[src/rtl/dmem_sram_bridge.sv]
// dmem_sram_bridge
// Turns each single-cycle CPU data-memory access into one transaction on an
// SRAM-like req/addr_ok/data_ok bus and holds the pipeline until the result
// has been latched. All bus-side outputs come from registers; only the
// pipeline stall request is combinational.
module dmem_sram_bridge #(
  parameter bit KSEG_MAP = 1'b1
) (
  input  logic        clk,
  input  logic        rst,
  input  logic        cpu_mem_en,
  input  logic        cpu_mem_we,
  input  logic [3:0]  cpu_sel,
  input  logic [31:0] cpu_addr,
  input  logic [31:0] cpu_wdata,
  input  logic        cpu_stall_all,
  output logic [31:0] cpu_rdata,
  output logic        stallreq_from_mem,
  output logic        data_req,
  output logic        data_wr,
  output logic [1:0]  data_size,
  output logic [31:0] data_addr,
  output logic [31:0] data_wdata,
  input  logic        data_addr_ok,
  input  logic        data_data_ok,
  input  logic [31:0] data_rdata
);

  typedef enum logic [1:0] {
    ST_IDLE = 2'd0,
    ST_ADDR = 2'd1,
    ST_DATA = 2'd2,
    ST_DONE = 2'd3
  } state_t;

  state_t      state_q, state_d;
  logic        req_q, req_d;
  logic        wr_q, wr_d;
  logic [1:0]  size_q, size_d;
  logic [31:0] addr_q, addr_d;
  logic [31:0] wdata_q, wdata_d;
  logic [31:0] rdata_q, rdata_d;
  logic        access_s;

  // Transfer size from byte enables: single lane -> byte, aligned pair -> half.
  function automatic logic [1:0] sel_to_size(input logic [3:0] sel);
    case (sel)
      4'b0001, 4'b0010, 4'b0100, 4'b1000: sel_to_size = 2'd0;
      4'b0011, 4'b1100:                   sel_to_size = 2'd1;
      default:                            sel_to_size = 2'd2;
    endcase
  endfunction

  // kseg0/kseg1 are unmapped windows onto the bottom 512 MiB of physical space.
  function automatic logic [31:0] map_addr(input logic [31:0] vaddr);
    if (KSEG_MAP && (vaddr[31:30] == 2'b10)) begin
      map_addr = {3'b000, vaddr[28:0]};
    end else begin
      map_addr = vaddr;
    end
  endfunction

  assign access_s = cpu_mem_en && (cpu_sel != 4'b0000);

  // State register and registered bus/result outputs.
  always_ff @(posedge clk) begin
    if (!rst) begin
      state_q <= ST_IDLE;
      req_q   <= 1'b0;
      wr_q    <= 1'b0;
      size_q  <= 2'd0;
      addr_q  <= 32'd0;
      wdata_q <= 32'd0;
      rdata_q <= 32'd0;
    end else begin
      state_q <= state_d;
      req_q   <= req_d;
      wr_q    <= wr_d;
      size_q  <= size_d;
      addr_q  <= addr_d;
      wdata_q <= wdata_d;
      rdata_q <= rdata_d;
    end
  end

  // Next-state logic: capture in IDLE, hold request until accepted,
  // wait for the response, then hold the result until the pipeline moves.
  always_comb begin
    state_d = state_q;
    req_d   = req_q;
    wr_d    = wr_q;
    size_d  = size_q;
    addr_d  = addr_q;
    wdata_d = wdata_q;
    rdata_d = rdata_q;
    case (state_q)
      ST_IDLE: begin
        // A late data_ok left over from a reset is deliberately ignored here.
        if (access_s) begin
          state_d = ST_ADDR;
          req_d   = 1'b1;
          wr_d    = cpu_mem_we;
          size_d  = sel_to_size(cpu_sel);
          addr_d  = map_addr(cpu_addr);
          wdata_d = cpu_wdata;
        end else begin
          state_d = ST_IDLE;
        end
      end
      ST_ADDR: begin
        // Request stays frozen whatever the CPU does meanwhile.
        if (data_addr_ok) begin
          state_d = ST_DATA;
          req_d   = 1'b0;
        end else begin
          state_d = ST_ADDR;
        end
      end
      ST_DATA: begin
        if (data_data_ok) begin
          state_d = ST_DONE;
          if (!wr_q) begin
            rdata_d = data_rdata;
          end else begin
            rdata_d = rdata_q;
          end
        end else begin
          state_d = ST_DATA;
        end
      end
      ST_DONE: begin
        // Leave only when the pipeline advances, so the access is not re-issued.
        if (!cpu_stall_all) begin
          state_d = ST_IDLE;
        end else begin
          state_d = ST_DONE;
        end
      end
      default: begin
        state_d = ST_IDLE;
        req_d   = 1'b0;
      end
    endcase
  end

  assign stallreq_from_mem = ((state_q == ST_IDLE) && access_s) ||
                             (state_q == ST_ADDR) || (state_q == ST_DATA);

  assign data_req   = req_q;
  assign data_wr    = wr_q;
  assign data_size  = size_q;
  assign data_addr  = addr_q;
  assign data_wdata = wdata_q;
  assign cpu_rdata  = rdata_q;

endmodule

[config.mk]
export PLATFORM = sky130hd
export DESIGN_NAME = dmem_sram_bridge
export DESIGN_NICKNAME = d
export VERILOG_FILES = /design/src/rtl/dmem_sram_bridge.sv
export SDC_FILE = /design/constraint.sdc
export NUM_CORES = 1
export LEC_CHECK = 0
export BUFFER_PORTS_ARGS = -buffer_cell sky130_fd_sc_hd__buf_4
export CORE_MARGIN = 2
export CORE_UTILIZATION = 48
export CTS_CLUSTER_SIZE = 16
export DETAILED_ROUTE_END_ITERATION = 16
export GPL_TIMING_DRIVEN = 1
export PLACE_DENSITY_LB_ADDON = 0.3
export REMOVE_ABC_BUFFERS = 1
export SETUP_SLACK_MARGIN = 0.1
export SLEW_MARGIN = 25
export SYNTH_ARGS = -nofsm -noshare
export SYNTH_HDL_FRONTEND = slang
export SYNTH_SLANG_ARGS = --single-unit
[constraint.sdc]
create_clock -name clk -period 3.8 [get_ports clk]
set_input_delay 0.19 -clock clk [delete_from_list [all_inputs] [get_ports clk]]
set_output_delay 0.19 -clock clk [all_outputs]
set_load 0.03 [all_outputs]
* After elaboration in Yosys (flattened, before gate mapping)
Cells that the tools add are included.
Operators by class: equal/unequal tests 12, mux-type cells 10, bitwise gates (word level) 1, reductions and logical operators 12
Operator list (count):
- $mux 32 | 1
- $eq 4x2->1 const B | 2
- $eq 4x4->1 const B | 2
- $pmux 2 s4 | 1
- $eq 2x2->1 const B | 3
- $reduce_and 3->1 | 2
- $eq 4x1->1 const B | 1
- $eq 4x3->1 const B | 1
- $mux 1 | 4
- $mux 2 | 2
- $ne 2x2->1 const B | 2
- $pmux 2 s2 | 1
- $reduce_bool 4->1 | 1
- $reduce_or 4->1 | 1
- $eq 2x1->1 const B | 1
- $logic_and 1x1->1 | 2
- $logic_not 2->1 | 1
- $logic_or 1x1->1 | 2
- $pmux 1 s2 | 1
- $reduce_and 2->1 | 1
- $reduce_bool 2->1 | 1
- $reduce_or 2->1 | 1
- $not 1->1 | 1
Word-level totals: bits in registers 102, bits of input ports 107, output and inout bits 101, logic and storage cells 42

* Longest topological paths before layout
depth in word-level cells 5, gate-level depth with buffers 6, mapped depth without buffers 3

* Worst setup path after synthesis
No wires, ideal clock.
path kind reg2reg, start point register state_q[0], end point register addr_q[28], in the netlist data_addr[28], setup time 0.132 ns, arrival 1.370 ns, required time 3.668 ns, slack 2.298 ns, cell stages (with the launch flop) 7, path buffers 3, clock period less this slack 1.502 ns, cells stage by stage dfxtp_1 > buf_2 > or3b_1 > buf_2 > clkbuf_1 > o21ai_0 > a21oi_1
On the way: word-level cells in the longest chain between the ends 2
Ends and longest elaborated chain:
- start, declared | line 36 | state_t state_q, state_d;
- start signal, assigned | line 76 | state_q <= state_d;
- $logic_not 2->1 | line 96 | case (state_q)
- $reduce_and 2->1 (no line)
- end signal, assigned | line 80 | addr_q <= addr_d;
- end, declared | line 40 | logic [31:0] addr_q, addr_d;
No other way between the ends. A chain may end at the register's enable or synchronous reset.

* Final worst setup path
start point input cpu_sel[1], end point output stallreq_from_mem
On the way: word-level cells in the longest chain between the ends 5
Ends and longest elaborated chain:
- start, declared | line 13 | input logic [3:0] cpu_sel,
- $reduce_bool 4->1 | line 63 | assign access_s = cpu_mem_en && (cpu_sel != 4'b0000);
- $logic_and 1x1->1 | line 63
- $logic_and 1x1->1 | line 146 | assign stallreq_from_mem = ((state_q == ST_IDLE) && access_s) ||
- $logic_or 1x1->1 | line 146
- $logic_or 1x1->1 | line 147 | (state_q == ST_ADDR) || (state_q == ST_DATA);
- end, declared | line 18 | output logic stallreq_from_mem,
No other way between the ends.

==> flow_summary.ini <==
[min_path]
hold_path_class = input port to flip-flop
holdPathEnd = cpu_rdata[20]
hold_start = data_rdata[20]
min_path_cells = 3

[yosys]
synthTopCellsByArea = dfxtp_1, a21oi_1, nand3_1, o21ai_0, nand2_1
async_flop_share_pct = 0
avgSynthCellArea_sq_um = 8.16
yosys.area.top_type = dfxtp_1
ys.flop_type = dfxtp_1
syn_area_sq_mm = 0.00384
ys_ff_latch = 102
yosysSeqAreaShare_pct = 53.1
synth.distinct_cells = 30
yosysMostFrequentCell = dfxtp_1
synthCells = 471
synthTopCellsByCount = dfxtp_1, a21oi_1, nand2_1
synth_warnings = 0
synth_edf_count = 0
synth_top_area_share_pct = 53.1

[route]
met1Wirelength_um = 4170
viasPerCell = 5.36
first_pass_iters = 5
ant_nets = 0
dr_wl_met3_um = 786
dr_wl_met2_um = 5970
vias = 4033
routedWlPerCell_um = 15.1
drc_errors = 0
routed_wl_um = 11300
drtIter0Drc = 203
highest_layer = met4

[cells_and_area]
area_growth_pct = 45.5
diodes = 0
stdcell_area_sq_mm = 0.00559
nets = 753
drive_above_1_share_pct = 36.0
finalNonFillerCells = 752

[critical_path]
r2r_slack_ns = 1.98
required_ns = 3.61
reg2reg_to = data_size[0]
start_kind = input port
cp_max_fo = 19
crit_path_end_kind = primary output
reg2reg_from = state_q[0]
reg2reg_depth = 4
arrival_ns = 1.87
critPathKind = input port to primary output

[cts]
cts_tree = yes
cts_buffers = 9
cts_sinks = 102
clk_latency_ns = 0.35
cts.path.max_buffers = 2
cts_resized = 0
cts_root_buffer = clkbuf_8
clk_pin_slew_ns = 0.09
cts_max_level = 3
post-cts-setup-buffers = 0
cts_hold_buf = 0

[timing]
slew_violations = 0
slew_headroom_pct = 52.7
hold_viol = 0
fin_worst_skew_ns = 0.00664
max_freq_ghz = 0.485
setup_viol = 0
worst_pin_slew_ns = 0.710
layout_setup_ws_ns = 1.74
period_share_pct = 54.2
min_period_ns = 2.06
rsz0062_at_grt = no

[pwr]
combPwrFrac_pct = 20.9
power_leakage_nw = 2.36
peakVddDrop_uv = 336
sequentialPowerShare_pct = 49.1
power_mw = 2.38
pwr_density_cell_mw_per_mm2 = 426
p_sw_share_pct = 28.4
clockPowerShare_pct = 30.0
intPower_mw = 1.70
p_sw_uw = 675

[global_routing]
grt_pass1_wl_um = 17200
grt_max_degree = 70
grt_pass1_vias = 3637
grtUsageTotal_pct = 24.7
grt_overflow = 0
grt_antenna_before_repair = 0

[placed_design]
pre_cts_slack_ns = 1.72
placed_area_sq_mm = 0.00539
numPortBuffers = 207
place_hpwl_um = 7820
place_congestion = 0.800
dp_cells = 737

[die]
core_area_sq_mm = 0.00773
num_rows = 32
die_h_um = 93.5
die-area_sq_mm = 0.00874
ios = 208
fp.dieW_um = 93.5
start_util_pct = 49.7

[status]
status = finished clean

[run]
maxCapViolCount = 0
[power by group through the flow]
stage | clock (mW) | sequential, mW | combinational [mW]
3_3_place_gp | 0 | 1.19 | 0.487
4_1_cts | 0.730 | 1.17 | 0.499
3_5_place_dp | 0 | 1.19 | 0.498
5_1_grt | 0.774 | 1.17 | 0.531
2_1_floorplan | 0 | 1.31 | 0.143
6_report | 0.714 | 1.17 | 0.497
[worst max path at each step]
| stage | from | end | slack, ns | depth (start not counted) |
|---|---|---|---|---|
| after CTS | cpu_sel[1] | stallreq_from_mem | 1.73 | 5 |
| after global routing | cpu_sel[1] | stallreq_from_mem | 1.67 | 5 |
| after detailed placement | cpu_sel[1] | data_size[0] | 1.72 | 5 |
| after global placement | cpu_sel[1] | data_size[0] | 1.77 | 5 |
| final | cpu_sel[1] | stallreq_from_mem | 1.74 | 5 |
| after floorplan | cpu_sel[0] | data_addr[0] | -0.75 | 3 |
[cells in the final DEF, fill, tap and decap left out, types with 2 or more instances in the layout]
cell type / Yosys / final
nor2_1: 2 / 2
nand3_1: 63 / 63
clkbuf_1: 30 / 2
buf_4: 0 / 214
clkbuf_8: 0 / 9
a21oi_1: 101 / 101
inv_1: 4 / 3
dfxtp_1: 102 / 102
o21ai_0: 62 / 62
nand2_1: 64 / 64
bufinv_16: 0 / 2
o21ai_1: 5 / 5
[layer usage]
layer	vias to the layer above	track usage [%]
li1	1983	-
met1	1864	29.5
met2	154	41.7
met3	32	6.20
met4	0	11.3
met5	-	0
[state kept, by name (all words and copies together), names as in the netlist]
name        cells
state_q         2
data_addr      32
data_req        1
data_size       2
cpu_rdata      32
data_wdata     32
data_wr         1
[per-stage QoR]
step | hold WS, ns | util (%) | setup TNS, ns
global placement | 0.438 | 69.7 | 0
detailed placement | 0.446 | 69.7 | 0
CTS | 0.0606 | 72.3 | 0
finish | 0.0766 | 72.3 | 0
floorplan | 0.326 | - | -48.62
global route | 0.0649 | 72.3 | 0
[critical path: stages]
cell and delay, ns:
buf_4 0.13, or4_2 0.90, a211oi_1 0.37, a21oi_1 0.08
buf_4 0.19
[layout make-up]
| cell class | instances | area [sq um] |
|---|---|---|
| Timing Repair Buffer | 214 | 1610 |
| Clock inverter | 4 | 72.6 |
| Tap cell | 102 | 128 |
| Clock buffer | 11 | 131 |
| Multi-Input combinational cell | 315 | 1600 |
| Sequential cell | 102 | 2040 |
| Inverter | 4 | 15.0 |
| Fill cell | 591 | 2140 |
[kinds of logic (layout without fill, tap and decap cells)]
logic type,Yosys count,in the layout,synth area share [%]
DFF,102,102,53.1
AOI/OAI and AO/OA,175,175,23.5
muxes,1,1,0.261
buffers and inverters,54,233,6.15
and+or+nand+nor,139,139,16.9
(Power assumes the default switching activity.)
